[config.mk]
export PLATFORM = sky130hd
export DESIGN_NAME = alu_frame_packer
export DESIGN_NICKNAME = d
export VERILOG_FILES = /design/src/rtl/alu_frame_packer.sv
export SDC_FILE = /design/constraint.sdc
export NUM_CORES = 1
export LEC_CHECK = 0
export CORE_MARGIN = 4
export CORE_UTILIZATION = 57
export CTS_BUF_LIST = sky130_fd_sc_hd__clkbuf_16
export CTS_CLUSTER_DIAMETER = 30
export DETAILED_ROUTE_END_ITERATION = 10
export DONT_BUFFER_PORTS = 1
export PLACE_DENSITY = 0.77
export SKIP_CTS_REPAIR_TIMING = 1
export SYNTH_ARGS = -nofsm -noshare
export SYNTH_HDL_FRONTEND = slang
export SYNTH_SLANG_ARGS = --single-unit
[constraint.sdc]
create_clock -name clk -period 2.71 [get_ports clk]
set_input_delay 0.4065 -clock clk [delete_from_list [all_inputs] [get_ports clk]]
set_output_delay 0.4065 -clock clk [all_outputs]
set_load 0.05 [all_outputs]
[src/rtl/alu_frame_packer.sv]
// alu_frame_packer
//   Tags a stream of ALU result bytes with a free-running 3-bit op index and a
//   one-op-delayed carry flag. It packs aligned 8-op frames into a
//   first-word-fall-through FIFO and discards whole-frame remainders on
//   overflow.
// Ports:
//   clk        rising-edge clock
//   reset      asynchronous, active-high reset
//   enable     capture enable, honoured at frame start (tag 0) and frame end (tag 7)
//   in_valid   ALU result present this cycle
//   in_data    ALU result byte
//   in_carry   carry/borrow flag belonging to the previous op
//   out_ready  consumer accepts the head entry
//   out_valid  FIFO non-empty
//   out_data   head entry {carry, op[2:0], data[7:0]}, 0 when empty
//   out_last   head entry is op 7, 0 when empty
//   overflow   sticky sample-loss flag
//   drop_cnt   saturating count of discarded samples
//   frame_cnt  wrapping count of pushed op-7 entries
module alu_frame_packer #(
  parameter int unsigned DEPTH = 16
) (
  input  logic        clk,
  input  logic        reset,
  input  logic        enable,
  input  logic        in_valid,
  input  logic [7:0]  in_data,
  input  logic        in_carry,
  input  logic        out_ready,
  output logic        out_valid,
  output logic [11:0] out_data,
  output logic        out_last,
  output logic        overflow,
  output logic [7:0]  drop_cnt,
  output logic [7:0]  frame_cnt
);

  localparam int unsigned DW = 8;
  localparam int unsigned TW = 3;
  localparam int unsigned EW = 1 + TW + DW;
  localparam int unsigned AW = $clog2(DEPTH);
  localparam int unsigned CW = AW + 1;

  typedef enum logic [1:0] {
    S_IDLE    = 2'd0,
    S_CAPTURE = 2'd1,
    S_DROP    = 2'd2
  } state_t;

  state_t          r_state;
  state_t          w_state_nxt;
  logic [TW-1:0]   r_tag;
  logic            r_carry_d;
  logic [EW:0]     r_mem [DEPTH];
  logic [AW-1:0]   r_wr_ptr;
  logic [AW-1:0]   r_rd_ptr;
  logic [CW-1:0]   r_count;
  logic            r_overflow;
  logic [7:0]      r_drop_cnt;
  logic [7:0]      r_frame_cnt;

  logic            w_full;
  logic            w_pop;
  logic            w_can_accept;
  logic            w_tag_first;
  logic            w_tag_last;
  logic            w_start;
  logic            w_push;
  logic            w_drop;
  logic [EW:0]     w_head;

  // FIFO status; a same-cycle pop frees a slot for the incoming sample
  assign out_valid    = (r_count != CW'(0));
  assign w_full       = (r_count == CW'(DEPTH));
  assign w_pop        = out_valid & out_ready;
  assign w_can_accept = ~w_full | w_pop;

  assign w_tag_first  = (r_tag == TW'(0));
  assign w_tag_last   = (r_tag == TW'(7));
  // Frame start condition shared by IDLE and by DROP at tag 0
  assign w_start      = in_valid & enable & w_tag_first & w_can_accept;

  // State register
  always_ff @(posedge clk or posedge reset) begin
    if (reset) r_state <= S_IDLE;
    else       r_state <= w_state_nxt;
  end

  // Next-state logic
  always_comb begin
    w_state_nxt = r_state;
    case (r_state)
      S_IDLE: begin
        if (w_start) w_state_nxt = S_CAPTURE;
      end
      S_CAPTURE: begin
        if (in_valid) begin
          if (!w_can_accept)            w_state_nxt = S_DROP;
          else if (w_tag_last && !enable) w_state_nxt = S_IDLE;
        end
      end
      S_DROP: begin
        if (in_valid && w_tag_first) w_state_nxt = w_start ? S_CAPTURE : S_IDLE;
      end
      default: w_state_nxt = S_IDLE;
    endcase
  end

  // Push/drop decode
  always_comb begin
    w_push = 1'b0;
    w_drop = 1'b0;
    case (r_state)
      S_IDLE: begin
        w_push = w_start;
      end
      S_CAPTURE: begin
        w_push = in_valid & w_can_accept;
        w_drop = in_valid & ~w_can_accept;
      end
      S_DROP: begin
        if (in_valid) begin
          if (w_tag_first) w_push = w_start;
          else             w_drop = 1'b1;
        end
      end
      default: begin
        w_push = 1'b0;
        w_drop = 1'b0;
      end
    endcase
  end

  // Op tag and delayed carry follow every valid sample regardless of state
  always_ff @(posedge clk or posedge reset) begin
    if (reset) begin
      r_tag     <= '0;
      r_carry_d <= 1'b0;
    end else if (in_valid) begin
      r_tag     <= r_tag + TW'(1);
      r_carry_d <= in_carry;
    end
  end

  // Entry storage; contents are don't-care while not counted
  always_ff @(posedge clk) begin
    if (w_push) r_mem[r_wr_ptr] <= {w_tag_last, r_carry_d, r_tag, in_data};
  end

  // FIFO pointers and occupancy
  always_ff @(posedge clk or posedge reset) begin
    if (reset) begin
      r_wr_ptr <= '0;
      r_rd_ptr <= '0;
      r_count  <= '0;
    end else begin
      if (w_push) r_wr_ptr <= r_wr_ptr + AW'(1);
      if (w_pop)  r_rd_ptr <= r_rd_ptr + AW'(1);
      case ({w_push, w_pop})
        2'b10:   r_count <= r_count + CW'(1);
        2'b01:   r_count <= r_count - CW'(1);
        default: r_count <= r_count;
      endcase
    end
  end

  // Loss and frame statistics
  always_ff @(posedge clk or posedge reset) begin
    if (reset) begin
      r_overflow  <= 1'b0;
      r_drop_cnt  <= '0;
      r_frame_cnt <= '0;
    end else begin
      if (w_drop) begin
        r_overflow <= 1'b1;
        if (r_drop_cnt != 8'hFF) r_drop_cnt <= r_drop_cnt + 8'd1;
      end
      if (w_push && w_tag_last) r_frame_cnt <= r_frame_cnt + 8'd1;
    end
  end

  // Head entry, forced to zero while empty
  assign w_head    = r_mem[r_rd_ptr];
  assign out_data  = out_valid ? w_head[EW-1:0] : '0;
  assign out_last  = out_valid ? w_head[EW] : 1'b0;
  assign overflow  = r_overflow;
  assign drop_cnt  = r_drop_cnt;
  assign frame_cnt = r_frame_cnt;

endmodule

**After elaboration in Yosys (flattened, before gate mapping)**

Memories as Yosys holds them, arrays and structs flattened.
Cells that the tools add are included.

- Logic and storage cells: 65
- Memories kept: 1
- Bits in registers: 36
- Input bits: 14
- Output and inout bits: 31
- RAM bits: 208

Memory list:

| memory | depth | width | rd ports | clocked after memory_dff | write ports | RTL line | source |
|---|---|---|---|---|---|---|---|
| r_mem | 16 | 13 | 1 | 0 | 1 | 54 | `logic [EW:0] r_mem [DEPTH];` |

- Mux-type cells: 18
- Add/sub/neg operators: 7
- Bitwise operators: 9
- Equality and inequality tests: 11
- Reduce and logical (&&, ||, !) cells: 10

Operator list:

| kind | count |
|---|---|
| 8-bit by 1-bit adder with 8-bit output (second input constant) | 2 |
| 12-bit 2-to-1 mux | 1 |
| 2-bit 2-to-1 mux | 5 |
| 5-bit one-hot mux with 2 select lines | 1 |
| 4-bit by 1-bit adder with 4-bit output (second input constant) | 2 |
| 1-bit 2-to-1 mux | 8 |
| 8-bit inequality test (second input constant) | 1 |
| 1-bit bitwise AND | 6 |
| 2-bit inequality test (second input constant) | 3 |
| 2-bit one-hot mux with 3 select lines | 1 |
| 5-bit by 1-bit adder with 5-bit output (second input constant) | 1 |
| 5-bit == test (second input constant) | 1 |
| 5-bit nonzero test | 1 |
| 5-bit by 1-bit subtractor with 5-bit output (second input constant) | 1 |
| 2-bit by 1-bit == test with 1-bit output (second input constant) | 2 |
| 2-bit == test (second input constant) | 2 |
| 4-bit AND reduction | 1 |
| 3-bit by 1-bit adder with 3-bit output (second input constant) | 1 |
| 3-bit == test (second input constant) | 1 |
| 1-bit logical AND | 3 |
| 3-bit logical NOT | 1 |
| 3-bit inequality test (second input constant) | 1 |
| 1-bit one-hot mux with 3 select lines | 1 |
| 2-bit logical NOT | 1 |
| 6 further kinds | 7 |

**Logic depth before layout (Yosys ltp)**

Gate-level depths: netlist (run 1).

- Depth in word-level cells: 9
- Depth in mapped cells: 14
- Mapped depth without buffers: 13

**Worst setup path before layout (run 1)**

Ideal clock, no wire load.

- Path kind: reg2reg
- From: register r_count[1]
- To: register r_count[4]
- Stages on the path, launching flop included: 14
- Period minus slack after synthesis: 3059 ps
- Buffers on the path: 3
- Data required time: 2581 ps
- Arrival time: 2930 ps
- Setup slack: -349 ps
- Cell sequence: dfrtp_1 buf_6 nor4_4 nand2b_1 and2_1 buf_2 ha_1 clkbuf_1 xor2_1 ha_1 o211a_1 o31ai_1 a31oi_1 xor2_1

- Longest elaborated chain between the ends: 9
- Elaborated cells between the ends (all ways): 16
- Classes of those cells: add/sub (2); eq/ne (3); mux (4); bitwise (5); reduce/logical (2)

RTL lines:

| element | RTL line | source |
|---|---|---|
| start: declaration | 57 | `logic [CW-1:0] r_count;` |
| start signal: assignment | 160 | `2'b10: r_count <= r_count + CW'(1);` |
| start signal: assignment | 161 | `2'b01: r_count <= r_count - CW'(1);` |
| start signal: assignment | 162 | `default: r_count <= r_count;` |
| 5-bit nonzero test (*) | 73 | `assign out_valid = (r_count != CW'(0));` |
| via out_valid | 30 | `output logic out_valid,` |
| 1-bit bitwise AND (*) | 75 | `assign w_pop = out_valid & out_ready;` |
| via w_pop | 63 | `logic w_pop;` |
| 1-bit bitwise OR | 76 | `assign w_can_accept = ~w_full \| w_pop;` |
| 1-bit bitwise AND | 81 | `assign w_start = in_valid & enable & w_tag_first & w_can_accept;` |
| 1-bit 2-to-1 mux | 123 | `if (w_tag_first) w_push = w_start;` |
| 1-bit 2-to-1 mux | 122 | `if (in_valid) begin` |
| 1-bit one-hot mux with 3 select lines | 113 | `case (r_state)` |
| 2-bit by 1-bit == test with 1-bit output / 2-bit == test (equally long branches) | 159 | `case ({w_push, w_pop})` |
| 5-bit one-hot mux with 2 select lines / 2-bit nonzero test (equally long branches) | n/a |  |

The timed path passes the listed nets; every way through them passes the cells marked *.
A chain may end at the register's enable or synchronous reset.

**Final worst setup path (run 1)**

- From: register r_rd_ptr[0]
- To: output out_data[1]

- Longest elaborated chain between the ends: 2

RTL lines:

| element | RTL line | source |
|---|---|---|
| start: declaration | 56 | `logic [AW-1:0] r_rd_ptr;` |
| start signal: assignment | 158 | `if (w_pop) r_rd_ptr <= r_rd_ptr + AW'(1);` |
| memory read 16 x 13 bit | n/a |  |
| 12-bit 2-to-1 mux | 184 | `assign out_data = out_valid ? w_head[EW-1:0] : '0;` |
| end: declaration | 31 | `output logic [11:0] out_data,` |

Every way passes these cells.

==> results of run 1 <==
## layout make-up
class	count	share of cell area, %
Sequential cell	244	57.5
Clock buffer	43	8.64
Tap cell	225	2.26
Clock inverter	34	2.26
Timing Repair Buffer	72	6.56
Multi-Input combinational cell	236	22.3
Inverter	17	0.512
## metal layers
| layer | up-vias | wire length (um) | global-route usage [%] |
|---|---|---|---|
| li1 | 2284 | - | - |
| met1 | 2786 | 8870 | 30.2 |
| met2 | 241 | 11400 | 34.3 |
| met3 | 46 | 1720 | 5.29 |
| met4 | 0 | 629 | 8.67 |
| met5 | - | 0 | 0 |
## power groups by stage
| stage | clock [mW] | sequential [mW] | combinational [mW] |
|---|---|---|---|
| 2_1_floorplan | 0 | 5.08 | 3.32 |
| 3_3_place_gp | 0 | 5.17 | 4.48 |
| 3_5_place_dp | 0 | 5.21 | 4.61 |
| 4_1_cts | 5.02 | 5.16 | 4.66 |
| 5_1_grt | 5.23 | 5.18 | 5.80 |
| 6_report | 4.96 | 5.14 | 5.47 |
## critical path, delay by kind of cell, from the launching register on
kind	cells	cell delay, ns
DFF	1	0.42
muxes	2	0.76
buffers and inverters	3	0.57
AOI/OAI and AO/OA	1	0.13
## final timing paths
kind | start | end | slack, ns | cells after the start
min | in_valid | r_tag[1] | 0.004 | 2
max in group asynchronous | reset | r_rd_ptr[0] | 1.91 | 3
max | r_rd_ptr[0] | out_data[1] | -0.12 | 6
min in group asynchronous | reset | frame_cnt[4] | 0.44 | 3
max reg2reg | r_state[1] | r_count[4] | 0.09 | 13
min reg2reg | r_count[4] | r_count[4] | 0.54 | 1
## logic make-up after synthesis
| logic type | after synthesis | synth area share (%) |
|---|---|---|
| buf+inv | 42 | 1.96 |
| compound gates | 36 | 2.22 |
| flops | 244 | 71.7 |
| simple gates | 69 | 4.15 |
| fa+ha+maj | 18 | 2.26 |
| mux | 87 | 15.4 |
| xor+xnor | 26 | 2.36 |
## state kept, by name, summed over array words and instances, names as in the netlist
register	cells
r_count	5
r_wr_ptr	4
overflow	1
frame_cnt	8
drop_cnt	8
r_rd_ptr	4
r_state	2
r_mem	208
r_carry_d	1
r_tag	3
## stage by stage
stage                     utilization (%)  power (mW)
after global placement               61.6        9.66
after detailed placement             61.6        9.82
after floorplan                         -        8.40
after CTS                            69.5        14.8
final                                72.3        15.6
after global routing                 72.3        16.2
## cell usage in the layout, fill, tap and decap left out, drive strengths merged, types with 4 or more instances in the layout
cell type    count
dfrtp           36
xnor2           13
o21ai            9
xor2            13
mux2i           27
and3             7
o22ai           14
clkbuf          50
clkinv          11
a21oi            4
nor2             7
ha              18
edfxtp         208
nor4             6
nand4            4
mux2             8
nor3             8
mux4            52
nand3            8
inv             29
nand2b           5
nand2           14
buf             55
clkinvlp         9
dlygate4sd3     10
==> flow_metrics.env, run 1 <==
export IMPL_setup_viol=4
export IMPL_dp_cells=771
export IMPL_p_switching_mw=5.33
export IMPL_multiInputGateArea_um2=2780
export IMPL_p_clk_share_pct=31.9
export IMPL_synth_top_cell_by_area="edfxtp_1"
export IMPL_port_buffers=0
export IMPL_cts_sinks=244
export IMPL_cts_made_buffers=42
export IMPL_core_um2=17200
export IMPL_ys_flop_type="edfxtp_1"
export IMPL_p_leak_nw=4.49
export IMPL_syn_num_nets=554
export IMPL_finalCritPeriodShare_pct=104
export IMPL_synth_warnings=0
export IMPL_relSlewSlack_pct=58.5
export IMPL_placed_area_um2=10600
export IMPL_routed_wl_um=22600
export IMPL_clk_transition_reported_paths_ns=0.05
export IMPL_max_cap_violations=0
export IMPL_synth_top_cells_by_count="edfxtp_1, mux4_2, dfrtp_1, mux2i_1, ha_1"
export IMPL_worstPathCellList="buf_12 > clkbuf_16 > mux4_2 > mux2i_1 > o22ai_1 > buf_4"
export IMPL_clk_latency_ns=0.52
export IMPL_hold_viol=0
export IMPL_antenna_found_initial=0
export IMPL_dp_slack_ns=-0.00472
export IMPL_sw_frac_of_total_pct=34.2
export IMPL_ant_nets=0
export IMPL_grt_setup_unrepaired="true"
export IMPL_power_frac_comb_pct=35.1
export IMPL_slew_viol_final=0
export IMPL_synthMostInstantiatedCell="edfxtp_1"
export IMPL_fin_skew_ns=0.0211
export IMPL_cts_root_buf="clkbuf_16"
export IMPL_p_int_mw=10.2
export IMPL_antenna_cells=0
export IMPL_grt_pass1_wl_um=32200
export IMPL_cp_data_required_time_ns=2.30
export IMPL_firstDrtPassIters=6
export IMPL_grt_use_total_pct=21.9
export IMPL_routedWlPerCell_um=25.9
export IMPL_drt_iter0_drc=519
export IMPL_drcViolationCount=0
export IMPL_hold_path_class="in -> reg"
export IMPL_dp_hpwl_um=11800
export IMPL_min_period_ns=2.83
export IMPL_syn_area_per_cell_um2=19.1
export IMPL_worstSetupStartpointType="flop"
export IMPL_synth_seq_cells=244
export IMPL_io_pins=45
export IMPL_start_util_pct=57.8
export IMPL_synth_cell_types=48
export IMPL_tns_ns=-0.242
export IMPL_drive_gt1_share_pct=36.4
export IMPL_htreeDepth=2
export IMPL_final_area_um2=12500
export IMPL_peakVddDrop_mv=0.964
export IMPL_async_flop_share_pct=14.8
export IMPL_yosys_top_cells_area="edfxtp_1, mux4_2, dfrtp_1, mux2i_1, ha_1"
export IMPL_die_area_um2=19700
export IMPL_final_net_count=645
export IMPL_syn_area_um2=9970
export IMPL_gp_congestion=0.812
export IMPL_power_density_nw_per_um2=1250
export IMPL_nFillCells=961
export IMPL_die_height_um=140
export IMPL_grt_pass1_vias=5526
export IMPL_grt_max_degree=56
export IMPL_area_growth_pct=24.9
export IMPL_rows=48
export IMPL_final_setup_worst_slack_ns=-0.115
export IMPL_max_freq_mhz=354
export IMPL_synth_top_area_share_pct=62.7
export IMPL_synth_edf_count=208
export IMPL_status="finished, violations left"
export IMPL_slowest_stage="mux4_2"
export IMPL_grt_overflow=0
export IMPL_cp_arrival_ns=2.42
export IMPL_violations="negative setup slack"
export IMPL_drt_vias_per_instance=6.15
export IMPL_cts_tree="built"
export IMPL_cp_slowest_stage_delay_ns=0.51
export IMPL_fin_cells=871
export IMPL_fin_hold_ws_ns=0.00405
export IMPL_path_class="reg -> out"
export IMPL_worst_slew_pin_slew_ns=0.623
export IMPL_synthCells=522
export IMPL_die_w_um=140
export IMPL_vias=5357
export IMPL_crit_fanout=8
export IMPL_seq_power_share_pct=33.0
export IMPL_ys_seq_area_share_pct=71.7
export IMPL_cp_end_kind="output pin"
export IMPL_regArea_um2=7160
export IMPL_max_clock_path_buffers=3
(Power assumes the default switching activity.)
==> run 2: changes to the inputs <==
Settings changed: ABC_AREA set to 1.
==> flow_metrics.env, run 2 <==
export IMPL_p_leak_nw=5.27
export IMPL_final_setup_worst_slack_ns=-0.0134
export IMPL_relSlewSlack_pct=57.5
export IMPL_worst_slew_pin_slew_ns=0.636
export IMPL_hold_path_class="in -> reg"
export IMPL_synth_top_cell_by_area="edfxtp_1"
export IMPL_ys_seq_area_share_pct=66.6
export IMPL_rows=49
export IMPL_multiInputGateArea_um2=3260
export IMPL_dp_hpwl_um=14500
export IMPL_syn_area_per_cell_um2=10.9
export IMPL_area_growth_pct=23.6
export IMPL_synthCells=987
export IMPL_drt_iter0_drc=754
export IMPL_fin_skew_ns=0.0256
export IMPL_htreeDepth=2
export IMPL_io_pins=45
export IMPL_grt_overflow=0
export IMPL_power_density_nw_per_um2=1280
export IMPL_placed_area_um2=11500
export IMPL_port_buffers=0
export IMPL_die_area_um2=21100
export IMPL_min_period_ns=2.72
export IMPL_max_freq_mhz=367
export IMPL_async_flop_share_pct=14.8
export IMPL_largest_reg_flops=208
export IMPL_hold_viol=0
export IMPL_grt_use_total_pct=24.5
export IMPL_highest_layer="met4"
export IMPL_wl_met3_um=2800
export IMPL_ys_flop_type="edfxtp_1"
export IMPL_ant_nets=0
export IMPL_synth_seq_cells=244
export IMPL_core_um2=18200
export IMPL_final_cell_mix="nand2_1, edfxtp_1, nand3_1, clkbuf_16, buf_4"
export IMPL_vias=7863
export IMPL_regArea_um2=7150
export IMPL_regMostFlops="r_mem"
export IMPL_yosys_top_cells_area="edfxtp_1, nand2_1, dfrtp_1, nand3_1, ha_1"
export IMPL_finalCritPeriodShare_pct=100
export IMPL_cts_tree="built"
export IMPL_synth_top_area_share_pct=58.2
export IMPL_antenna_cells=0
export IMPL_final_common_cell="nand2_1"
export IMPL_synth_top_cells_by_count="nand2_1, edfxtp_1, nand3_1, dfrtp_1, inv_1"
export IMPL_syn_num_nets=1019
export IMPL_setup_viol=1
export IMPL_antenna_found_initial=0
export IMPL_final_core_util_pct=72.8
export IMPL_cts_made_buffers=44
export IMPL_routed_wl_um=27500
export IMPL_tns_ns=-0.0134
export IMPL_syn_area_um2=10700
export IMPL_final_area_um2=13300
export IMPL_drcViolationCount=0
export IMPL_die_height_um=145
export IMPL_clk_transition_reported_paths_ns=0.05
export IMPL_met1_length_um=9970
export IMPL_cp_data_required_time_ns=2.30
export IMPL_synth_edf_count=208
export IMPL_grt_pass1_wl_um=40900
export IMPL_cp_arrival_ns=2.32
export IMPL_drt_vias_per_instance=5.91
export IMPL_firstDrtPassIters=5
export IMPL_slew_viol_final=0
export IMPL_p_total_mw=17.0
export IMPL_violations="negative setup slack"
export IMPL_wl_met2_um=13700
export IMPL_synth_warnings=0
export IMPL_cts_sinks=244
export IMPL_synthMostInstantiatedCell="nand2_1"
export IMPL_worstSetupStartpointType="flop"
export IMPL_die_w_um=145
export IMPL_peakVddDrop_mv=0.967
export IMPL_grt_max_degree=107
export IMPL_grt_setup_unrepaired="true"
export IMPL_routedWlPerCell_um=20.7
export IMPL_drive_gt1_share_pct=18.0
export IMPL_clk_latency_ns=0.53
export IMPL_crit_fanout=7
export IMPL_cp_end_kind="output pin"
export IMPL_ff2ff_setup_slack_ns=0.29
export IMPL_max_clock_path_buffers=3
export IMPL_synth_cell_types=35
export IMPL_grt_pass1_vias=7788
export IMPL_cts_root_buf="clkbuf_16"
export IMPL_gp_congestion=0.803
export IMPL_nFillCells=1142
export IMPL_status="finished, violations left"
export IMPL_fin_hold_ws_ns=0.0108
export IMPL_final_net_count=1098
export IMPL_fin_cells=1331
export IMPL_path_class="reg -> out"
export IMPL_start_util_pct=58.9
export IMPL_dp_slack_ns=0.310
export IMPL_dp_cells=1233
export IMPL_max_cap_violations=0
## run 2: worst max-delay path, cell delays in order (launching register included)
cell	delay, ns
dfrtp_4	0.56
clkinv_8	0.11
buf_12	0.14
buf_4	0.14
nand2_1	0.06
nand3_1	0.08
nand3_1	0.09
nand2_1	0.08
nand2_1	0.08
a21oi_2	0.28
buf_12	0.18
## run 2: report_power, final
part           switching, mW  internal, mW  leakage (nW)
clock network           1.90          3.35         0.691
logic                   4.28          2.50          2.23
registers              0.373          4.55          2.34
## run 2: layout make-up
class	count	share of cell area, %
inverter	40	1.23
clock inverter	37	2.42
multi-input combinational	655	24.6
tap	229	2.16
sequential	244	53.9
timing repair buffer	81	7.14
clock buffer	45	8.49
## run 2: cells by family (layout without fill, tap and decap cells)
logic type	count (synthesis)	in the layout	share of synthesized area, %
fa+ha+maj	18	18	2.10
compound gates	29	29	1.50
buf+inv	88	203	4.10
xor+xnor	19	19	1.55
flops	244	244	66.6
simple gates	589	589	24.1
## run 2: path summary, 6_finish.rpt
kind,cells after the start,to,startpoint
worst max-delay path,10,out_data[11],r_rd_ptr[0]
worst min-delay path,1,r_tag[2],in_valid
worst max register to register,16,r_count[4],r_state[0]
min in group asynchronous,2,r_rd_ptr[2],reset
max in group asynchronous,3,r_tag[1],reset
worst min register to register,2,r_wr_ptr[3],r_wr_ptr[3]
## run 2: layer usage
layer	vias up	track usage (%)
met5	-	0
met4	0	12.2
met3	87	5.64
met2	449	40.8
met1	3763	30.5
li1	3564	-
